`config.mk`:
```
export PLATFORM = sky130hd
export DESIGN_NAME = mprj_io_cfg_loader
export DESIGN_NICKNAME = d
export VERILOG_FILES = /design/src/rtl/mprj_cfg_pkg.sv /design/src/rtl/mprj_cfg_clkdiv.sv /design/src/rtl/mprj_io_cfg_loader.sv
export SDC_FILE = /design/constraint.sdc
export NUM_CORES = 1
export LEC_CHECK = 0
export BUFFER_PORTS_ARGS = -buffer_cell sky130_fd_sc_hd__buf_4
export CAP_MARGIN = 20
export CORE_ASPECT_RATIO = 0.5
export CORE_MARGIN = 4
export CORE_UTILIZATION = 58
export DETAILED_ROUTE_END_ITERATION = 8
export GPL_ROUTABILITY_DRIVEN = 0
export PLACE_DENSITY = 0.8
export SLEW_MARGIN = 20
export SYNTH_ARGS = -nofsm -noshare
export SYNTH_HDL_FRONTEND = slang
export SYNTH_SLANG_ARGS = --single-unit
```
`constraint.sdc`:
```
create_clock -name clock -period 4.1 [get_ports clock]
set_input_delay 0.82 -clock clock [delete_from_list [all_inputs] [get_ports clock]]
set_output_delay 0.82 -clock clock [all_outputs]
set_load 0.02 [all_outputs]
```
`src/rtl/mprj_cfg_pkg.sv`:
```
// mprj_cfg_pkg
// Shared definitions for the pad-control chain configuration loader:
//   - cfg_state_t : sequencer states
//   - DEF_*       : default chain geometry and serial clock divider
//   - DIV_W       : width of the half-period divider counter
//   - xfer_cycles : clock cycles from the start-sample edge to the done cycle
package mprj_cfg_pkg;

    typedef enum logic [2:0] {
        IDLE,
        FETCH,
        SHIFT_LO,
        SHIFT_HI,
        LOAD_SETUP,
        LOAD,
        DONE
    } cfg_state_t;

    localparam int DEF_NUM_PADS = 38;
    localparam int DEF_CFG_BITS = 13;
    localparam int DEF_CLK_DIV  = 2;
    localparam int DEF_AW       = 6;

    // The divider is sized for the largest legal CLK_DIV (15), independent of AW.
    localparam int DIV_W = 4;

    // Each pad costs a 2-cycle fetch plus two half-periods per bit; the tail
    // adds the load setup and load phases plus the single done cycle.
    function automatic int xfer_cycles(input int num_pads, input int cfg_bits,
                                       input int clk_div);
        return num_pads * (2 + 2 * cfg_bits * clk_div) + 2 * clk_div + 1;
    endfunction

endpackage

```
`src/rtl/mprj_cfg_clkdiv.sv`:
```
// mprj_cfg_clkdiv
// Half-period timer for the serial chain clock. While en is high it counts
// core cycles and raises tick on the last cycle of every CLK_DIV-cycle phase,
// wrapping back to 0 at the same edge. While en is low the count is held at 0
// so every timed phase starts a full half-period.
// Ports:
//   clock  in  core clock
//   reset  in  asynchronous active-high reset
//   en     in  a timed phase is in progress
//   tick   out last cycle of the current phase
module mprj_cfg_clkdiv
    import mprj_cfg_pkg::*;
#(
    parameter int CLK_DIV = DEF_CLK_DIV   // legal range 1..15
) (
    input  logic clock,
    input  logic reset,
    input  logic en,
    output logic tick
);

    logic [DIV_W-1:0] cnt_reg;

    assign tick = en && (cnt_reg == DIV_W'(CLK_DIV - 1));

    always_ff @(posedge clock or posedge reset) begin
        if (reset) begin
            cnt_reg <= '0;
        end else if (!en || tick) begin
            cnt_reg <= '0;
        end else begin
            cnt_reg <= cnt_reg + DIV_W'(1);
        end
    end

endmodule

```
`src/rtl/mprj_io_cfg_loader.sv`:
```
// mprj_io_cfg_loader
// Programs the user-project pad-control chain. On xfer_start (sampled in
// IDLE) it reads one config word per pad from the housekeeping register file,
// highest pad first, shifts each word out MSB-first on a divided serial clock
// and finishes with a single serial_load strobe so the whole chain updates
// at once.
// Ports:
//   clock, reset       core clock, asynchronous active-high reset
//   xfer_start         level request, only looked at in IDLE
//   xfer_busy          high from the cycle after acceptance until the done cycle
//   xfer_done          one-cycle pulse at the end of a transfer
//   cfg_rd_addr        register-file read address (data returns one cycle later)
//   cfg_rd_data        register-file read data
//   serial_clock       chain shift clock, idle low
//   serial_data        chain data, only changes while serial_clock is low
//   serial_load        chain parallel-load strobe, idle low
//   serial_resetn      chain reset, low during reset, high one cycle after release
// Optional build macro MPRJ_CFG_READBACK_EN adds:
//   serial_data_in     chain tail, sampled on the last cycle of each high phase
//   cfg_wr_en          one-cycle write strobe per pad with the old chain word
//   cfg_wr_addr        pad index of the returned word
//   cfg_wr_data        returned word
// CFG_BITS must be at least 2; 2**AW must cover NUM_PADS.
module mprj_io_cfg_loader
    import mprj_cfg_pkg::*;
#(
    parameter int NUM_PADS = DEF_NUM_PADS,
    parameter int CFG_BITS = DEF_CFG_BITS,
    parameter int CLK_DIV  = DEF_CLK_DIV,
    parameter int AW       = DEF_AW
) (
    input  logic                clock,
    input  logic                reset,
    input  logic                xfer_start,
    output logic                xfer_busy,
    output logic                xfer_done,
    output logic [AW-1:0]       cfg_rd_addr,
    input  logic [CFG_BITS-1:0] cfg_rd_data,
    output logic                serial_clock,
    output logic                serial_data,
    output logic                serial_load,
    output logic                serial_resetn
`ifdef MPRJ_CFG_READBACK_EN
    ,
    input  logic                serial_data_in,
    output logic                cfg_wr_en,
    output logic [AW-1:0]       cfg_wr_addr,
    output logic [CFG_BITS-1:0] cfg_wr_data
`endif
);

    localparam int BW = (CFG_BITS > 1) ? $clog2(CFG_BITS) : 1;

    cfg_state_t            state_reg;
    logic [AW-1:0]         pad_idx_reg;
    logic [BW-1:0]         bit_idx_reg;
    // Bits of the current word still to be sent; the bit being sent already
    // sits in serial_data, so only CFG_BITS-1 bits need holding here.
    logic [CFG_BITS-2:0]   pend_reg;
    logic                  fetch_wait_reg;   // high during the FETCH capture cycle
    logic                  phase_en;
    logic                  phase_end;

    assign phase_en = (state_reg == SHIFT_LO) || (state_reg == SHIFT_HI) ||
                      (state_reg == LOAD_SETUP) || (state_reg == LOAD);

    mprj_cfg_clkdiv #(
        .CLK_DIV (CLK_DIV)
    ) u_clkdiv (
        .clock (clock),
        .reset (reset),
        .en    (phase_en),
        .tick  (phase_end)
    );

`ifdef MPRJ_CFG_READBACK_EN
    logic [CFG_BITS-2:0] rb_reg;
    logic [CFG_BITS-1:0] rb_next;

    assign rb_next = {rb_reg, serial_data_in};
`endif

    always_ff @(posedge clock or posedge reset) begin
        if (reset) begin
            state_reg      <= IDLE;
            pad_idx_reg    <= '0;
            bit_idx_reg    <= '0;
            pend_reg       <= '0;
            fetch_wait_reg <= 1'b0;
            xfer_busy      <= 1'b0;
            xfer_done      <= 1'b0;
            cfg_rd_addr    <= '0;
            serial_clock   <= 1'b0;
            serial_data    <= 1'b0;
            serial_load    <= 1'b0;
`ifdef MPRJ_CFG_READBACK_EN
            rb_reg         <= '0;
            cfg_wr_en      <= 1'b0;
            cfg_wr_addr    <= '0;
            cfg_wr_data    <= '0;
`endif
        end else begin
`ifdef MPRJ_CFG_READBACK_EN
            cfg_wr_en <= 1'b0;
`endif
            case (state_reg)
                IDLE: begin
                    xfer_done <= 1'b0;
                    if (xfer_start) begin
                        pad_idx_reg    <= AW'(NUM_PADS - 1);
                        cfg_rd_addr    <= AW'(NUM_PADS - 1);
                        fetch_wait_reg <= 1'b0;
                        xfer_busy      <= 1'b1;
                        state_reg      <= FETCH;
                    end
                end

                FETCH: begin
                    // First cycle presents the address; the register file
                    // answers in the second, which is when we capture.
                    if (!fetch_wait_reg) begin
                        fetch_wait_reg <= 1'b1;
                    end else begin
                        fetch_wait_reg <= 1'b0;
                        serial_data    <= cfg_rd_data[CFG_BITS-1];
                        pend_reg       <= cfg_rd_data[CFG_BITS-2:0];
                        bit_idx_reg    <= BW'(CFG_BITS - 1);
                        serial_clock   <= 1'b0;
                        state_reg      <= SHIFT_LO;
                    end
                end

                SHIFT_LO: begin
                    if (phase_end) begin
                        serial_clock <= 1'b1;
                        state_reg    <= SHIFT_HI;
                    end
                end

                SHIFT_HI: begin
                    if (phase_end) begin
                        serial_clock <= 1'b0;
                        pend_reg     <= pend_reg << 1;
`ifdef MPRJ_CFG_READBACK_EN
                        rb_reg <= rb_next[CFG_BITS-2:0];
                        if (bit_idx_reg == '0) begin
                            cfg_wr_en   <= 1'b1;
                            cfg_wr_addr <= pad_idx_reg;
                            cfg_wr_data <= rb_next;
                        end
`endif
                        if (bit_idx_reg != '0) begin
                            bit_idx_reg <= bit_idx_reg - BW'(1);
                            serial_data <= pend_reg[CFG_BITS-2];
                            state_reg   <= SHIFT_LO;
                        end else if (pad_idx_reg != '0) begin
                            pad_idx_reg <= pad_idx_reg - AW'(1);
                            cfg_rd_addr <= pad_idx_reg - AW'(1);
                            state_reg   <= FETCH;
                        end else begin
                            serial_data <= 1'b0;
                            state_reg   <= LOAD_SETUP;
                        end
                    end
                end

                LOAD_SETUP: begin
                    if (phase_end) begin
                        serial_load <= 1'b1;
                        state_reg   <= LOAD;
                    end
                end

                LOAD: begin
                    if (phase_end) begin
                        serial_load <= 1'b0;
                        xfer_busy   <= 1'b0;
                        xfer_done   <= 1'b1;
                        state_reg   <= DONE;
                    end
                end

                DONE: begin
                    xfer_done <= 1'b0;
                    state_reg <= IDLE;
                end

                default: begin
                    state_reg <= IDLE;
                end
            endcase
        end
    end

    // The chain comes out of reset one cycle after the core does.
    always_ff @(posedge clock or posedge reset) begin
        if (reset) begin
            serial_resetn <= 1'b0;
        end else begin
            serial_resetn <= 1'b1;
        end
    end

endmodule

```
# After elaboration in Yosys (flattened, before gate mapping)
# Cells that the tools add are included.
[totals] register_bits=36 inputBits=16 output_inout_bits=12 wordCells=97
[op_classes] addsub=3 n_eq_ne=17 mux=38 n_reduce_logical=27
[ops] cell="$mux W12" n=2
[ops] cell="$mux W3" n=8
[ops] cell="$mux W6" n=4
[ops] cell="$pmux W12 S2" n=1
[ops] cell="$pmux W3 S6" n=1
[ops] cell="$mux W4" n=4
[ops] cell="$ne A2 B1 Y1 const B" n=6
[ops] cell="$pmux W6 S2" n=1
[ops] cell="$reduce_and A4 Y1" n=3
[ops] cell="$reduce_bool A2 Y1" n=6
[ops] cell="$mux W1" n=10
[ops] cell="$pmux W1 S2" n=5
[ops] cell="$eq A3 B3 Y1 const B" n=3
[ops] cell="$reduce_and A3 Y1" n=3
[ops] cell="$pmux W4 S2" n=1
[ops] cell="$eq A3 B2 Y1 const B" n=2
[ops] cell="$ne A2 B2 Y1 const B" n=3
[ops] cell="$reduce_and A6 Y1" n=1
[ops] cell="$reduce_bool A6 Y1" n=1
[ops] cell="$sub A6 B1 Y6 const B" n=1
[ops] cell="$reduce_and A5 Y1" n=1
[ops] cell="$add A4 B1 Y4 const B" n=1
[ops] cell="$eq A4 B1 Y1 const B" n=1
[ops] cell="$logic_or A1 B1 Y1" n=4
[ops] cell="11 further kinds" n=12

# Logic depth before layout (Yosys ltp)
[logic_depth] depth_word=7 depth_mapped=7 ltp_nobuf=6

# Modules after synthesis
# Synthesis repeated with hierarchy kept, for this count alone.
[unflattened] hier_cells=200 area_unflattened_um2=1933.1
[by_module_without_submodules] mod="mprj_io_cfg_loader" instances=1 cells_each=181 area_per_inst_um2=1720.4 seq_area_each_um2=800.8
[by_module_without_submodules] mod="mprj_cfg_clkdiv" instances=1 cells_each=19 area_per_inst_um2=212.7 seq_area_each_um2=100.1

# Least setup slack after synthesis
# OpenSTA, ideal clock, no wires.
[synth_timing] kind="register to register" start="register bit_idx_reg[0]" end="register pad_idx_reg[3]" setup_time_ps=135 arrival_time_ps=1809 required_time_ps=3965 path_slack_ps=2156 stages_incl_launch_ff=8 path_buffers=1 period_less_slack_ps=1944 path_cell_list="dfrtp_1 inv_1 ha_1 or3b_2 buf_2 a2111o_1 o41ai_2 a21oi_1"
[synth_between] elab_chain_cells=3
[synth_lines] element="start, declared" line_no="mprj_io_cfg_loader.sv:56" source="logic [BW-1:0] bit_idx_reg;"
[synth_lines] element="start signal, assigned" line_no="mprj_io_cfg_loader.sv:127" source="bit_idx_reg <= BW'(CFG_BITS - 1);"
[synth_lines] element="start signal, assigned" line_no="mprj_io_cfg_loader.sv:153" source="bit_idx_reg <= bit_idx_reg - BW'(1);"
[synth_lines] element="$reduce_bool A4 Y1" line_no="mprj_io_cfg_loader.sv:152" source="if (bit_idx_reg != '0) begin"
[synth_lines] element="$ne A2 B2 Y1 (no source line)"
[synth_lines] element="$reduce_and A5 Y1 (no source line)"
[synth_lines] element="end signal, assigned" line_no="mprj_io_cfg_loader.sv:110" source="pad_idx_reg <= AW'(NUM_PADS - 1);"
[synth_lines] element="end signal, assigned" line_no="mprj_io_cfg_loader.sv:157" source="pad_idx_reg <= pad_idx_reg - AW'(1);"
[synth_lines] element="end, declared" line_no="mprj_io_cfg_loader.sv:55" source="logic [AW-1:0] pad_idx_reg;"
# Every way passes these cells.
# A chain may end at the register's enable or synchronous reset.

# Worst setup path after layout
[layout_timing] start="register state_reg[1]" end="register pad_idx_reg[5]"
[layout_between] elab_chain_cells=7 elab_cells_between_ends=16 classes_between="eq/ne: 8; mux: 1; reduce/logical: 7"
[layout_lines] element="start, declared" line_no="mprj_io_cfg_loader.sv:54" source="cfg_state_t state_reg;"
[layout_lines] element="start signal, assigned" line_no="mprj_io_cfg_loader.sv:85" source="state_reg <= IDLE;"
[layout_lines] element="start signal, assigned" line_no="mprj_io_cfg_loader.sv:114" source="state_reg <= FETCH;"
[layout_lines] element="start signal, assigned" line_no="mprj_io_cfg_loader.sv:129" source="state_reg <= SHIFT_LO;"
[layout_lines] element="$eq A3 B2 Y1, on equally long branches" line_no="mprj_io_cfg_loader.sv:64, mprj_io_cfg_loader.sv:106"
[layout_lines] element="$logic_or A1 B1 Y1 (2 in series)" line_no="mprj_io_cfg_loader.sv:64" source="assign phase_en = (state_reg == SHIFT_LO) || (state_reg == SHIFT_HI) ||"
[layout_lines] element="$logic_or A1 B1 Y1" line_no="mprj_io_cfg_loader.sv:65" source="(state_reg == LOAD_SETUP) || (state_reg == LOAD);"
[layout_lines] element="$logic_and A1 B1 Y1" line_no="mprj_cfg_clkdiv.sv:24" source="assign tick = en && (cnt_reg == DIV_W'(CLK_DIV - 1));"
[layout_lines] element="$ne A2 B1 Y1 (no source line)"
[layout_lines] element="$reduce_and A5 Y1 (no source line)"
# Several ways; a longest one is shown, not always the timed one.

==> results.sh <==
export IMPL_grt_pass1_wl_um=7031
export IMPL_synthMuxAreaShare_pct=5.232
export IMPL_hold_path_depth=1
export IMPL_yosys_top_cells_area="dfrtp_1 (47%), o21ai_0 (5.8%), mux2i_1 (5.2%), nand2_1 (3.7%), a21oi_1 (3.4%)"
export IMPL_yosysMostFrequentCell="dfrtp_1"
export IMPL_p_switching_uw=690.7
export IMPL_root_buffer="clkbuf_8"
export IMPL_core_um2=3083
export IMPL_antenna_found_initial=0
export IMPL_synth_nets=221
export IMPL_yosysTopAreaCell="dfrtp_1"
export IMPL_timing_rr_start="state_reg[1]"
export IMPL_rsz0062_at_grt="no"
export IMPL_synth_top_family_by_area="compound AO/OA/AOI/OAI gates"
export IMPL_overflow=0
export IMPL_layout_drive_gt1_share_pct=19.47
export IMPL_avgSynthCellArea_um2=9.565
export IMPL_grt_max_degree=25
export IMPL_hold_path_end="u_clkdiv.cnt_reg[0]"
export IMPL_power_frac_clock_pct=24.4
export IMPL_finClkSkew_ns=0.01186
export IMPL_syn_to_final_growth_pct=19.62
export IMPL_status="completed"
export IMPL_fmax_mhz=416.4
export IMPL_htree_num_levels=2
export IMPL_largest_register_ffs=12
export IMPL_synth_ff_type="dfrtp_1"
export IMPL_synth_cells=200
export IMPL_cts_buffers=5
export IMPL_irDropWorstVdd_v=0.0004027
export IMPL_drc=0
export IMPL_finalPower_mw=1.785
export IMPL_hp_class="flip-flop to flip-flop"
export IMPL_crit_type="flip-flop to flip-flop"
export IMPL_period_share_pct=58.58
export IMPL_holdBufCountCts=0
export IMPL_post_cts_buffers=0
export IMPL_fin_setup_tns_ns=0
export IMPL_synth_edff_count=0
export IMPL_p_leak_nw=1.050
export IMPL_ys_ff_latch=36
export IMPL_combPwrFrac_pct=40.7
export IMPL_setup_viol=0
export IMPL_drv_slew=0
export IMPL_hp_start="u_clkdiv.cnt_reg[0]"
export IMPL_switching_share_pct=38.70
export IMPL_hold_viol=0
export IMPL_reg2reg_depth=4
export IMPL_synthAdderAreaFrac_pct=3.270
export IMPL_r2r_end="pad_idx_reg[5]"
export IMPL_hpwl_um=2968
export IMPL_cp_arrival_ns=2.58
export IMPL_io_buffers=27
export IMPL_syn_area_um2=1913
export IMPL_rows=14
export IMPL_async_flop_share_pct=100.0
export IMPL_firstDrtPassIters=4
export IMPL_worstMarginPinSlew_ns=0.7137
export IMPL_synth_common_cells="dfrtp_1 (36), o21ai_0 (22), nand2_1 (19)"
export IMPL_required_ns=4.27
export IMPL_intPower_mw=1.094
export IMPL_die_area_um2=4337
export IMPL_wl_um=4110
export IMPL_ys_types=47
export IMPL_synth_warnings=0
export IMPL_dr_first_iter_drc_count=118
export IMPL_max_cap_violations=0
export IMPL_grt_pass1_vias=1498
export IMPL_synth_top_area_share_pct=47.09
export IMPL_ios=28
export IMPL_grt_use_total_pct=20.77
export IMPL_final_nets=246
export IMPL_routedWlPerCell_um=15.45
export IMPL_fp_dieH_um=48.61
export IMPL_synth_compound_area_share_pct=19.62
export IMPL_insertion_delay_ns=0.29
export IMPL_relSlewSlack_pct=52.27
export IMPL_p_seq_share_pct=34.9
export IMPL_via_count=1557
export IMPL_seq_area_frac_synth_pct=47.09
export IMPL_synth_xor_xnor_area_share_pct=0.9156
export IMPL_finalHoldWorstSlack_ns=0.4871
export IMPL_yosys_area_share_simple_pct=19.62
export IMPL_cts_buffer_depth=2
export IMPL_clk_pin_slew_ns=0.07
export IMPL_die_w_um=89.22
export IMPL_viasPerCell=5.853
export IMPL_dpl_cell_area_um2=2130
export IMPL_fin_crit_ns=2.402
export IMPL_start_kind="flip-flop"
export IMPL_worstPathMaxFanout=19
export IMPL_cts_tree="yes"
export IMPL_end_kind="flip-flop"
export IMPL_postRouteAntennaNets=0
export IMPL_num_antenna_cells=0
export IMPL_p_per_area_nw_per_um2=780.0
export IMPL_initial_utilization_pct=62.05
export IMPL_post_cts_resized=0
export IMPL_r2r_setup_slack_ns=1.70
export IMPL_cts_sinks=36
export IMPL_stdcell_area_um2=2288
==> placed cells by master (no fill, tap or decap), types with 2 or more instances in the layout <==
cell / count
a21oi_1: 13
a31oi_1: 2
and3_1: 2
and3_2: 2
buf_4: 28
bufinv_16: 3
clkbuf_8: 5
dfrtp_1: 36
ha_1: 5
inv_1: 8
mux2i_1: 10
nand2_1: 19
nand2b_1: 5
nand3_1: 6
nand3b_1: 2
nor2_1: 15
nor2b_1: 4
nor3_1: 6
nor3b_1: 2
o21ai_0: 21
o21ai_1: 3
o22a_1: 2
o31ai_1: 2
==> worst max path at each step <==
stage | from | endpoint | cells past startpoint
after floorplan | bit_idx_reg[0] | pad_idx_reg[3] | 7
after global placement | state_reg[1] | pad_idx_reg[5] | 4
after detailed placement | state_reg[1] | pad_idx_reg[2] | 4
after CTS | state_reg[1] | pad_idx_reg[2] | 4
after global routing | state_reg[1] | pad_idx_reg[2] | 4
final | state_reg[1] | pad_idx_reg[5] | 4
==> worst max-delay path, stage by stage (launching register included) <==
cell       delay [ns]
dfrtp_1          0.66
nand3b_1         0.62
a2111oi_4        0.70
and3_2           0.26
o21ai_1          0.05
==> cell type report <==
type	count	area [um2]
Tap cell	40	50.05
Multi-Input combinational cell	146	938.4
Timing Repair Buffer	28	210.2
Clock buffer	5	68.82
Inverter	8	30.03
Sequential cell	36	900.9
Fill cell	238	794.5
Clock inverter	3	90.09
==> through the flow <==
stage	setup WS (ns)	util, %	cells
global placement	1.796	68.95	258
finish	1.698	74.23	266
detailed placement	1.741	69.07	258
global route	1.503	74.23	266
CTS	1.743	74.23	266
floorplan	2.156	-	200
==> per-layer routing <==
layer | GRT usage (%) | wire (um) | vias up
met1 | 28.99 | 1870 | 743
met5 | 0 | 0 | -
met2 | 32.27 | 1998 | 50
met4 | 4.208 | 12 | 0
met3 | 5.932 | 228 | 2
li1 | - | - | 762
==> power by group through the flow <==
stage / sequential, mW / clock [mW] / combinational [mW]
2_1_floorplan: 0.619 / 0 / 0.548
3_3_place_gp: 0.622 / 0 / 0.686
3_5_place_dp: 0.625 / 0 / 0.722
4_1_cts: 0.621 / 0.440 / 0.728
5_1_grt: 0.643 / 0.458 / 0.810
6_report: 0.622 / 0.436 / 0.727
==> kinds of logic after synthesis <==
kind of cell / after synthesis
simple gates: 71
compound gates: 57
flops: 36
buf+inv: 18
mux: 10
fa+ha+maj: 5
xor+xnor: 2
other cells: 1
No activity file was read; power rests on OpenSTA's default activity.
